## config.mk

```make
export PLATFORM = sky130hd
export DESIGN_NAME = audio_fifo_bram_ctrl_flat
export DESIGN_NICKNAME = d
export VERILOG_FILES = /design/src/rtl/audio_fifo_bram_ctrl_if.sv /design/src/rtl/audio_fifo_bram_ctrl.sv /design/src/flat_wrapper.sv
export SDC_FILE = /design/constraint.sdc
export NUM_CORES = 1
export LEC_CHECK = 0
export CORE_ASPECT_RATIO = 1.4
export CORE_MARGIN = 1
export CORE_UTILIZATION = 45
export DETAILED_ROUTE_END_ITERATION = 7
export HOLD_SLACK_MARGIN = 0.1
export PLACE_DENSITY_LB_ADDON = 0.1
export SLEW_MARGIN = 20
export SYNTH_ARGS = -nofsm -noshare
export SYNTH_HDL_FRONTEND = slang
export SYNTH_SLANG_ARGS = --single-unit
```

## constraint.sdc

```tcl
create_clock -name clk -period 9 [get_ports clk]
set_clock_uncertainty 0.2 [all_clocks]
set_input_delay 1.8 -clock clk [delete_from_list [all_inputs] [get_ports clk]]
set_output_delay 1.8 -clock clk [all_outputs]
set_load 0.03 [all_outputs]
```

## src/rtl/audio_fifo_bram_ctrl_if.sv

```systemverilog
// Bus bundle for the audio sample FIFO: APB-side write, DAC-side stream, BRAM ports.
// No latency of its own; pure wiring.
// The stream half uses valid/ready. The write half relies on fifo_full to drop writes.
interface audio_fifo_bram_ctrl_if #(
  parameter int data_width = 32,
  parameter int depth      = 1024
);
  localparam int aw = $clog2(depth - 1) + 1;

  logic                  flush;
  logic                  fifo_wen;
  logic [data_width-1:0] fifo_din;
  logic                  fifo_full;
  logic [data_width-1:0] m_data;
  logic                  m_valid;
  logic                  m_ready;
  logic [aw:0]           level;
  logic                  almost_empty;
  logic                  bram_wen;
  logic [aw-1:0]         bram_waddr;
  logic [data_width-1:0] bram_wdata;
  logic                  bram_ren;
  logic [aw-1:0]         bram_raddr;
  logic [data_width-1:0] bram_rdata;

  // Controller view
  modport slave (
    input  flush, fifo_wen, fifo_din, m_ready, bram_rdata,
    output fifo_full, m_data, m_valid, level, almost_empty,
           bram_wen, bram_waddr, bram_wdata, bram_ren, bram_raddr
  );

  // Environment view: register bank, DAC shifter and BRAM
  modport master (
    output flush, fifo_wen, fifo_din, m_ready, bram_rdata,
    input  fifo_full, m_data, m_valid, level, almost_empty,
           bram_wen, bram_waddr, bram_wdata, bram_ren, bram_raddr
  );
endinterface

```

## src/rtl/audio_fifo_bram_ctrl.sv

```systemverilog
// Circular-buffer controller over a simple dual-port BRAM, with read prefetch and a skid FIFO.
// First-word latency is bram_read_la+2 clk from write to m_valid. Sustained rate is 1 word/clk.
// m_ready low stops BRAM reads once skid+in-flight fills. Writes are dropped while fifo_full.
module audio_fifo_bram_ctrl #(
  parameter int data_width      = 32,
  parameter int depth           = 1024,
  parameter int bram_read_la    = 2,
  parameter int almost_empty_th = 256
) (
  input  logic                  clk,
  input  logic                  rst_n,
  audio_fifo_bram_ctrl_if.slave bus
);
  localparam int AW  = $clog2(depth - 1) + 1;
  localparam int LA  = bram_read_la;
  localparam int SD  = bram_read_la + 1;          // skid depth covers every read in flight
  localparam int CW  = $clog2(SD + 1);
  localparam int SIW = (SD > 1) ? $clog2(SD) : 1;
  localparam int OW  = CW + 1;
  localparam int LW  = AW + 1;

  logic [AW-1:0]         wptr, rptr, ram_cnt;
  logic [LA-1:0]         inflight;
  logic [CW-1:0]         skid_cnt;
  logic [data_width-1:0] skid_mem [SD];
  logic                  fifo_full_q;
  logic [LW-1:0]         level_q;
  logic                  almost_empty_q;

  logic                  wr_acc, pop, push, issue;
  logic [OW-1:0]         inflight_cnt, inflight_cnt_nxt, occ;
  logic [AW-1:0]         ram_cnt_nxt;
  logic [LA-1:0]         inflight_nxt;
  logic [CW-1:0]         skid_cnt_nxt;
  logic [SIW-1:0]        skid_wr_idx;
  logic [LW-1:0]         level_nxt;

  function automatic logic [AW-1:0] ptr_inc(input logic [AW-1:0] p);
    return (p == AW'(depth - 1)) ? '0 : p + AW'(1);
  endfunction

  // flush masks every transfer in its own cycle, so a write or pop there is lost.
  assign wr_acc = bus.fifo_wen & ~fifo_full_q & ~bus.flush;
  assign pop    = (skid_cnt != '0) & bus.m_ready & ~bus.flush;
  assign push   = inflight[LA-1] & ~bus.flush;

  assign bus.bram_wen     = wr_acc;
  assign bus.bram_waddr   = wptr;
  assign bus.bram_wdata   = bus.fifo_din;
  assign bus.bram_ren     = issue;
  assign bus.bram_raddr   = rptr;
  assign bus.fifo_full    = fifo_full_q;
  assign bus.m_valid      = (skid_cnt != '0);
  assign bus.m_data       = skid_mem[0];
  assign bus.level        = level_q;
  assign bus.almost_empty = almost_empty_q;

  // Issue a read only when the skid has a free slot for it after every word already in flight lands.
  always_comb begin
    inflight_cnt = '0;
    for (int i = 0; i < LA; i++) inflight_cnt = inflight_cnt + OW'(inflight[i]);
    occ          = OW'(skid_cnt) + inflight_cnt - OW'(pop);
    issue        = (ram_cnt != '0) & ~bus.flush & (occ < OW'(SD));
    ram_cnt_nxt  = ram_cnt + AW'(wr_acc) - AW'(issue);
    skid_cnt_nxt = skid_cnt + CW'(push) - CW'(pop);
    inflight_nxt = (inflight << 1) | LA'(issue);
    if (bus.flush) begin
      ram_cnt_nxt  = '0;
      skid_cnt_nxt = '0;
      inflight_nxt = '0;
    end
    inflight_cnt_nxt = '0;
    for (int i = 0; i < LA; i++) inflight_cnt_nxt = inflight_cnt_nxt + OW'(inflight_nxt[i]);
    level_nxt   = LW'(ram_cnt_nxt) + LW'(inflight_cnt_nxt) + LW'(skid_cnt_nxt);
    skid_wr_idx = SIW'(skid_cnt - CW'(pop));
  end

  // Pointers, counters and the registered status outputs.
  always_ff @(posedge clk) begin
    if (!rst_n) begin
      wptr           <= '0;
      rptr           <= '0;
      ram_cnt        <= '0;
      inflight       <= '0;
      skid_cnt       <= '0;
      fifo_full_q    <= 1'b0;
      level_q        <= '0;
      almost_empty_q <= 1'b1;
    end else begin
      if (bus.flush) begin
        wptr <= '0;
        rptr <= '0;
      end else begin
        if (wr_acc) wptr <= ptr_inc(wptr);
        if (issue)  rptr <= ptr_inc(rptr);
      end
      ram_cnt        <= ram_cnt_nxt;
      inflight       <= inflight_nxt;
      skid_cnt       <= skid_cnt_nxt;
      fifo_full_q    <= (ram_cnt_nxt == AW'(depth));
      level_q        <= level_nxt;
      almost_empty_q <= (level_nxt <= LW'(almost_empty_th));
    end
  end

  // Skid storage: entry 0 is the head. A pop shifts down, and a push lands behind the survivors.
  always_ff @(posedge clk) begin
    if (!rst_n) begin
      for (int i = 0; i < SD; i++) skid_mem[i] <= '0;
    end else if (!bus.flush) begin
      if (pop) begin
        for (int i = 0; i < SD - 1; i++) skid_mem[i] <= skid_mem[i+1];
      end
      if (push) skid_mem[skid_wr_idx] <= bus.bram_rdata;
    end
  end

  // A push into a full skid without a pop would lose a word.
  assert property (@(posedge clk) disable iff (!rst_n)
    !(push && !pop && (skid_cnt == CW'(SD))));

endmodule
```

## src/flat_wrapper.sv

```systemverilog
// flat-port wrapper written by rule: the top's interface ports become plain ports
module audio_fifo_bram_ctrl_flat 
#(
  parameter int data_width      = 32,
  parameter int depth           = 1024,
  parameter int bram_read_la    = 2,
  parameter int almost_empty_th = 256
)
  (clk, rst_n, bus_flush, bus_fifo_wen, bus_fifo_din, bus_m_ready, bus_bram_rdata, bus_fifo_full, bus_m_data, bus_m_valid, bus_level, bus_almost_empty, bus_bram_wen, bus_bram_waddr, bus_bram_wdata, bus_bram_ren, bus_bram_raddr);
  audio_fifo_bram_ctrl_if #(.data_width(data_width), .depth(depth)) bus_i ();
  input  logic clk;
  input  logic rst_n;
  input wire logic [$bits(bus_i.flush)-1:0] bus_flush;
  input wire logic [$bits(bus_i.fifo_wen)-1:0] bus_fifo_wen;
  input wire logic [$bits(bus_i.fifo_din)-1:0] bus_fifo_din;
  input wire logic [$bits(bus_i.m_ready)-1:0] bus_m_ready;
  input wire logic [$bits(bus_i.bram_rdata)-1:0] bus_bram_rdata;
  output wire logic [$bits(bus_i.fifo_full)-1:0] bus_fifo_full;
  output wire logic [$bits(bus_i.m_data)-1:0] bus_m_data;
  output wire logic [$bits(bus_i.m_valid)-1:0] bus_m_valid;
  output wire logic [$bits(bus_i.level)-1:0] bus_level;
  output wire logic [$bits(bus_i.almost_empty)-1:0] bus_almost_empty;
  output wire logic [$bits(bus_i.bram_wen)-1:0] bus_bram_wen;
  output wire logic [$bits(bus_i.bram_waddr)-1:0] bus_bram_waddr;
  output wire logic [$bits(bus_i.bram_wdata)-1:0] bus_bram_wdata;
  output wire logic [$bits(bus_i.bram_ren)-1:0] bus_bram_ren;
  output wire logic [$bits(bus_i.bram_raddr)-1:0] bus_bram_raddr;
  assign bus_i.flush = bus_flush;
  assign bus_i.fifo_wen = bus_fifo_wen;
  assign bus_i.fifo_din = bus_fifo_din;
  assign bus_i.m_ready = bus_m_ready;
  assign bus_i.bram_rdata = bus_bram_rdata;
  assign bus_fifo_full = bus_i.fifo_full;
  assign bus_m_data = bus_i.m_data;
  assign bus_m_valid = bus_i.m_valid;
  assign bus_level = bus_i.level;
  assign bus_almost_empty = bus_i.almost_empty;
  assign bus_bram_wen = bus_i.bram_wen;
  assign bus_bram_waddr = bus_i.bram_waddr;
  assign bus_bram_wdata = bus_i.bram_wdata;
  assign bus_bram_ren = bus_i.bram_ren;
  assign bus_bram_raddr = bus_i.bram_raddr;
  audio_fifo_bram_ctrl #(.data_width(data_width), .depth(depth), .bram_read_la(bram_read_la), .almost_empty_th(almost_empty_th)) u_core (.clk(clk), .rst_n(rst_n), .bus(bus_i));
endmodule
```

# Word level (Yosys, flattened, before mapping)
# Memory sizes are Yosys's and may differ from the RTL's.
# Cells that the tools add are included.
word_totals:
  register_bits: 51
  mem_bits_rw: 96
  word_cells: 63
  memories: 1
op_classes:
  addsub: 13
  order_cmp: 2
  n_eq_ne: 3
  muxes: 19
  bitwise: 13
  n_reduce_logical: 4
memory_table:
  columns: ["memory", "words", "word_bits", "rd", "rd_ports_with_merged_regs", "wr", "line", "text"]
  rows:
  - ["u_core.skid_mem", 3, 32, 3, 0, 3, "audio_fifo_bram_ctrl.sv:25", "logic [data_width-1:0] skid_mem [SD];"]
op_table:
  columns: ["op", "n"]
  rows:
  - ["2-to-1 mux 32 bit", 3]
  - ["2-to-1 mux 11 bit", 3]
  - ["OR reduction 32 bit", 1]
  - ["adder 11 x 1 -> 11 bit, second input constant", 2]
  - ["equality test 11 x 10 -> 1 bit, second input constant", 2]
  - ["adder 11 x 3 -> 12 bit", 1]
  - ["adder 12 x 2 -> 12 bit", 1]
  - ["less-or-equal comparator 12 x 9 -> 1 bit, second input constant", 1]
  - ["adder 11 x 1 -> 11 bit", 1]
  - ["equality test 11 bit, second input constant", 1]
  - ["nonzero test 11 bit", 1]
  - ["subtractor 11 x 1 -> 11 bit", 1]
  - ["2-to-1 mux 1 bit", 10]
  - ["bitwise AND 1 bit", 7]
  - ["2-to-1 mux 2 bit", 3]
  - ["adder 1 x 1 -> 2 bit", 2]
  - ["subtractor 2 x 1 -> 2 bit", 2]
  - ["adder 2 x 3 -> 3 bit", 1]
  - ["< comparator 3 x 2 -> 1 bit, second input constant", 1]
  - ["NOT 1 bit", 3]
  - ["subtractor 3 x 1 -> 3 bit", 1]
  - ["adder 2 x 1 -> 2 bit", 1]
  - ["OR 1 bit", 2]
  - ["OR 2 x 1 -> 2 bit", 1]
  - ["2 further kinds", 2]

# Longest topological paths before layout
depth:
  depth_word: 12
  ltp_mapped: 26
  mapped_depth_nobuf: 25

# Worst setup path after synthesis
# No wires, ideal clock.
synth_timing:
  path_kind: "input -> register"
  from: "input bus_flush"
  to: "register u_core.almost_empty_q, in the netlist u_core.bus.almost_empty"
  arrival_time_ns: 7.440
  required_ns: 8.680
  path_slack_ns: 1.240
  stages: 26
  n_path_buf: 2
  cell_sequence: "clkbuf_1 clkbuf_1 nor3b_1 ha_1 inv_1 ha_1 inv_1 fa_1 xnor2_1 a2111o_1 inv_1 ha_1 inv_1 ha_1 fa_1 nor2b_1 fa_1 ha_1 fa_1 inv_1 nor4_1 and4b_1 nand3b_1 mux2_2 a21oi_2 a21oi_1"
synth_via:
  word_cells_on_any_way: 20
  cone_classes: "8 x add/sub; 2 x order compare; 3 x mux; 7 x bitwise"
synth_lines:
  columns: ["element", "line", "text"]
  rows:
  - ["from (decl)", "flat_wrapper.sv:13", "input wire logic [$bits(bus_i.flush)-1:0] bus_flush;"]
  - ["NOT 1 bit *", "audio_fifo_bram_ctrl.sv:44, audio_fifo_bram_ctrl.sv:63", null]
  - ["bitwise AND 1 bit", "audio_fifo_bram_ctrl.sv:44", "assign pop = (skid_cnt != '0) & bus.m_ready & ~bus.flush;"]
  - ["subtractor 3 x 1 -> 3 bit", "audio_fifo_bram_ctrl.sv:62", "occ = OW'(skid_cnt) + inflight_cnt - OW'(pop);"]
  - ["< comparator 3 x 2 -> 1 bit", "audio_fifo_bram_ctrl.sv:63", "issue = (ram_cnt != '0) & ~bus.flush & (occ < OW'(SD));"]
  - ["bitwise AND 1 bit *", "audio_fifo_bram_ctrl.sv:63", null]
  - ["named net bus_bram_ren", "flat_wrapper.sv:26", "output wire logic [$bits(bus_i.bram_ren)-1:0] bus_bram_ren;"]
  - ["subtractor 11 x 1 -> 11 bit *", "audio_fifo_bram_ctrl.sv:64", "ram_cnt_nxt = ram_cnt + AW'(wr_acc) - AW'(issue);"]
  - ["2-to-1 mux 11 bit *", "audio_fifo_bram_ctrl.sv:67", "if (bus.flush) begin"]
  - ["named net u_core.ram_cnt_nxt[1]", "audio_fifo_bram_ctrl.sv:32", "logic [AW-1:0] ram_cnt_nxt;"]
  - ["adder 11 x 3 -> 12 bit *", "audio_fifo_bram_ctrl.sv:74", "level_nxt = LW'(ram_cnt_nxt) + LW'(inflight_cnt_nxt) + LW'(skid_cnt_nxt);"]
  - ["adder 12 x 2 -> 12 bit *", "audio_fifo_bram_ctrl.sv:74", null]
  - ["less-or-equal comparator 12 x 9 -> 1 bit *", "audio_fifo_bram_ctrl.sv:102", "almost_empty_q <= (level_nxt <= LW'(almost_empty_th));"]
  - ["to (signal assigned)", "audio_fifo_bram_ctrl.sv:102", null]
  - ["to (decl)", "audio_fifo_bram_ctrl.sv:28", "logic almost_empty_q;"]
# The timed path passes the listed nets; every way through them passes the cells marked *.
# A chain may end at the register's enable or synchronous reset.

# Worst setup path in the final report
layout_timing:
  from: "input bus_flush"
  to: "register u_core.level_q[9], in the netlist u_core.bus.level[9]"
layout_via:
  word_cells_on_any_way: 19
  cone_classes: "8 x add/sub; 1 x order compare; 3 x mux; 7 x bitwise"
layout_lines:
  columns: ["element", "line", "text"]
  rows:
  - ["NOT 1 bit", "audio_fifo_bram_ctrl.sv:43, audio_fifo_bram_ctrl.sv:44, audio_fifo_bram_ctrl.sv:63", null]
  - ["bitwise AND 1 bit", "audio_fifo_bram_ctrl.sv:44", null]
  - ["subtractor 3 x 1 -> 3 bit", "audio_fifo_bram_ctrl.sv:62", null]
  - ["< comparator 3 x 2 -> 1 bit", "audio_fifo_bram_ctrl.sv:63", null]
  - ["bitwise AND 1 bit", "audio_fifo_bram_ctrl.sv:63", null]
  - ["subtractor 11 x 1 -> 11 bit", "audio_fifo_bram_ctrl.sv:64", null]
  - ["2-to-1 mux 11 bit *", "audio_fifo_bram_ctrl.sv:67", null]
  - ["named net u_core.ram_cnt_nxt[1]", "audio_fifo_bram_ctrl.sv:32", null]
  - ["adder 11 x 3 -> 12 bit *", "audio_fifo_bram_ctrl.sv:74", null]
  - ["adder 12 x 2 -> 12 bit *", "audio_fifo_bram_ctrl.sv:74", null]
  - ["to (signal assigned)", "audio_fifo_bram_ctrl.sv:101", "level_q <= level_nxt;"]
  - ["to (decl)", "audio_fifo_bram_ctrl.sv:27", "logic [LW-1:0] level_q;"]
# Marks and branches as above.

==> metrics.cfg <==
[final_layout]
final_util_pct = 56.4
syn_to_final_growth_pct = 21.6
n_antenna_cell = 0
drive_gt1_share_pct = 6.89
multiInputGateArea_um2 = 2930
register_area_um2 = 3900
finalNonFillerCells = 1009
fillCellCount = 1387
layout.nets = 899

[placement]
port_buffers = 107
routabilityCongestion = 0.850
dp.final_hpwl_um = 10900
place_inst = 977

[global_routing]
grt_start_max_net_pins = 65
antenna_found_initial = 0
track_usage_pct = 20.4
grt_overflow_total = 0
first_global_vias = 5314
grt_pass1_wl_um = 26500

[die]
dieArea_um2 = 16700
core_area_um2 = 15700
io_pins = 172
die_h_um = 153
start_util_pct = 46.4
rows = 54
die_w_um = 110

[cts]
clkTransAtPathRegs_ns = 0.07
cts_num_sinks = 147
tritoncts = done
hold_buffers = 0
postCtsSetupBuffers = 0
clk_latency_ns = 0.41
clock_tree.buffer_depth = 2
post_cts_resize_count = 0
cts_made_buffers = 17
cts-htree-levels = 4
cts-root-buf = clkbuf_16

[pwr]
leakage_nw = 3.20
irDropWorstVdd_uv = 236
total_power_mw = 2.43
p_per_area_nw_per_um2 = 274

[detailed_routing]
routedWlPerCell_um = 15.9
vias_per_cell = 5.31
drt_iter0_drc = 231
route.detailed.drc = 0
drt_first_pass_iters = 5
vias = 5359
drtAntennaViolNets = 0
finalWirelength_um = 16000

[setup_path]
r2r_cells = 24
crit_type = in -> reg
r2r_end = u_core.bus.level[9]
end_kind = flop
worstSetupStartpointType = primary input
worstPathMaxFanout = 7
crit_arrival_ns = 8.05
crit_required_ns = 9.11
r2r-start = u_core.skid_cnt[1]
rrSetupSlack_ns = 2.50

[yosys]
synth_cell_types = 63
syn_inst = 733
synth_seq_area_share_pct = 53.5
ys_ff_latch = 147
syn_nets = 832
postSynth.asyncResetShare_pct = 0
synth_edf_count = 96
yosysWarnings = 0
synth-main-ff-cell = edfxtp_1
postSynthAreaPerCell_um2 = 9.96
syn-cell-area_um2 = 7300

[timing]
hold_violations = 0
setup_violations = 0
rsz0062_at_grt = no
fmax_mhz = 126
slew_headroom_pct = 38.6
whs_ns = 0.302
finalMaxSlewViolations = 0
fin_setup_tns_ns = 0
worstMarginPinSlew_ns = 0.917
period_minus_slack_ns = 7.94
fin_crit_sh_pct = 88.2

[hold_path]
whs_endpoint = u_core.inflight[1]
hold_path_depth = 1
min_from = u_core.inflight[0]
holdCritPathClass = reg -> reg

[status]
status = complete, no violations

[flow_run]
maxCapViolCount = 0

-- cell usage in the layout, fill, tap and decap left out, drive strengths merged, types with 2 or more instances in the layout --
master	n
o211ai	3
xor2	19
nor2	49
or4	2
a21oi	14
and2	43
nor2b	11
xnor2	10
nor4	5
a211oi	2
o31ai	2
inv	33
nor3b	5
a211o	3
o21ai	67
nand3b	2
and3	4
fa	5
or3	6
a21o	2
clkinv	6
edfxtp	96
nand2b	4
nand3	11
a2111oi	2
clkdlybuf4s50	107
ha	25
nand2	144
buf	7
or2	3
nor4b	2
and4b	2
nor3	15
clkbuf	17
nand4	10
clkinvlp	2
dfxtp	51
a31oi	4
-- cells by family (layout without fill, tap and decap cells) --
group	count (synthesis)	in the layout	synth area share [%]
simple gates	323	323	21.6
flops	147	147	53.5
compound gates	109	109	8.91
buf+inv	93	173	6.62
fa+ha+maj	30	30	5.66
xor+xnor	29	29	3.48
mux	2	2	0.291
-- cell usage after synthesis (10+ instances only) --
| cell type | number | area, um^2 |
|---|---|---|
| a21oi_1 | 13 | 65.1 |
| and2_1 | 43 | 269 |
| buf_4 | 33 | 248 |
| clkbuf_1 | 23 | 86.3 |
| dfxtp_1 | 51 | 1020 |
| edfxtp_1 | 96 | 2880 |
| ha_1 | 25 | 313 |
| inv_1 | 26 | 97.6 |
| nand2_1 | 144 | 541 |
| nand3_1 | 10 | 50.1 |
| nand4_1 | 10 | 62.6 |
| nor2_1 | 49 | 184 |
| nor2b_1 | 11 | 68.8 |
| nor3_1 | 15 | 75.1 |
| o21ai_0 | 66 | 330 |
| xnor2_1 | 10 | 87.6 |
| xor2_1 | 19 | 166 |
-- worst max-delay path by stage --
stage,to,cells after the start,slack [ns],startpoint
2_1_floorplan,u_core.bus.almost_empty,26,1.24,bus_flush
3_3_place_gp,u_core.bus.almost_empty,25,0.88,bus_flush
3_5_place_dp,u_core.bus.almost_empty,25,0.65,bus_flush
4_1_cts,u_core.bus.almost_empty,25,1.08,bus_flush
5_1_grt,u_core.bus.almost_empty,25,0.68,bus_flush
6_report,u_core.bus.level[9],24,1.06,bus_flush
-- flip-flops by register name (all words and copies together), names as in the netlist --
signal	count
u_core.bus.bram_waddr	11
u_core.bus.level	12
u_core.skid_mem	96
u_core.bus.bram_raddr	11
u_core.ram_cnt	11
u_core.inflight	2
u_core.bus.fifo_full	1
u_core.bus.almost_empty	1
u_core.skid_cnt	2
-- area by class of cell --
class | count | share of cell area, %
sequential | 147 | 44.0
clock buffer | 17 | 4.79
timing repair buffer | 114 | 12.7
inverter | 27 | 1.14
clock inverter | 15 | 1.65
multi-input combinational | 493 | 33.0
tap | 196 | 2.76
-- power by group --
group,internal (mW),switching (mW),leakage (nW)
clock network,0.388,0.296,0.277
logic,0.384,0.551,1.51
registers,0.783,0.0309,1.41
-- per-layer routing --
metal | track usage [%] | vias up | share of wire, %
met5 | 0 | - | 0
met4 | 8.44 | 0 | 2.1
met3 | 5.56 | 18 | 5.1
met2 | 35.3 | 166 | 52
met1 | 23.3 | 2545 | 41
li1 | - | 2630 | -
-- critical path, stage by stage --
cell             delay, ns
clkdlybuf4s50_1       0.48
nor3b_1               0.48
ha_1                  0.36
inv_1                 0.10
ha_1                  0.16
inv_1                 0.05
fa_1                  0.37
xnor2_1               0.15
a2111o_1              0.43
inv_1                 0.18
ha_1                  0.25
inv_1                 0.06
ha_1                  0.22
fa_1                  0.46
nor2b_1               0.18
fa_1                  0.52
ha_1                  0.19
fa_1                  0.24
inv_1                 0.07
nor4_1                0.35
and4b_1               0.29
nand3b_1              0.14
or2_2                 0.35
and3_1                0.18
-- per-stage QoR --
stage / worst slack, ns / area, um^2
floorplan: 1.24 / 7300
global placement: 0.883 / 8310
detailed placement: 0.647 / 8310
CTS: 1.08 / 8880
global route: 0.680 / 8880
finish: 1.06 / 8880
No activity file was read; power rests on OpenSTA's default activity.
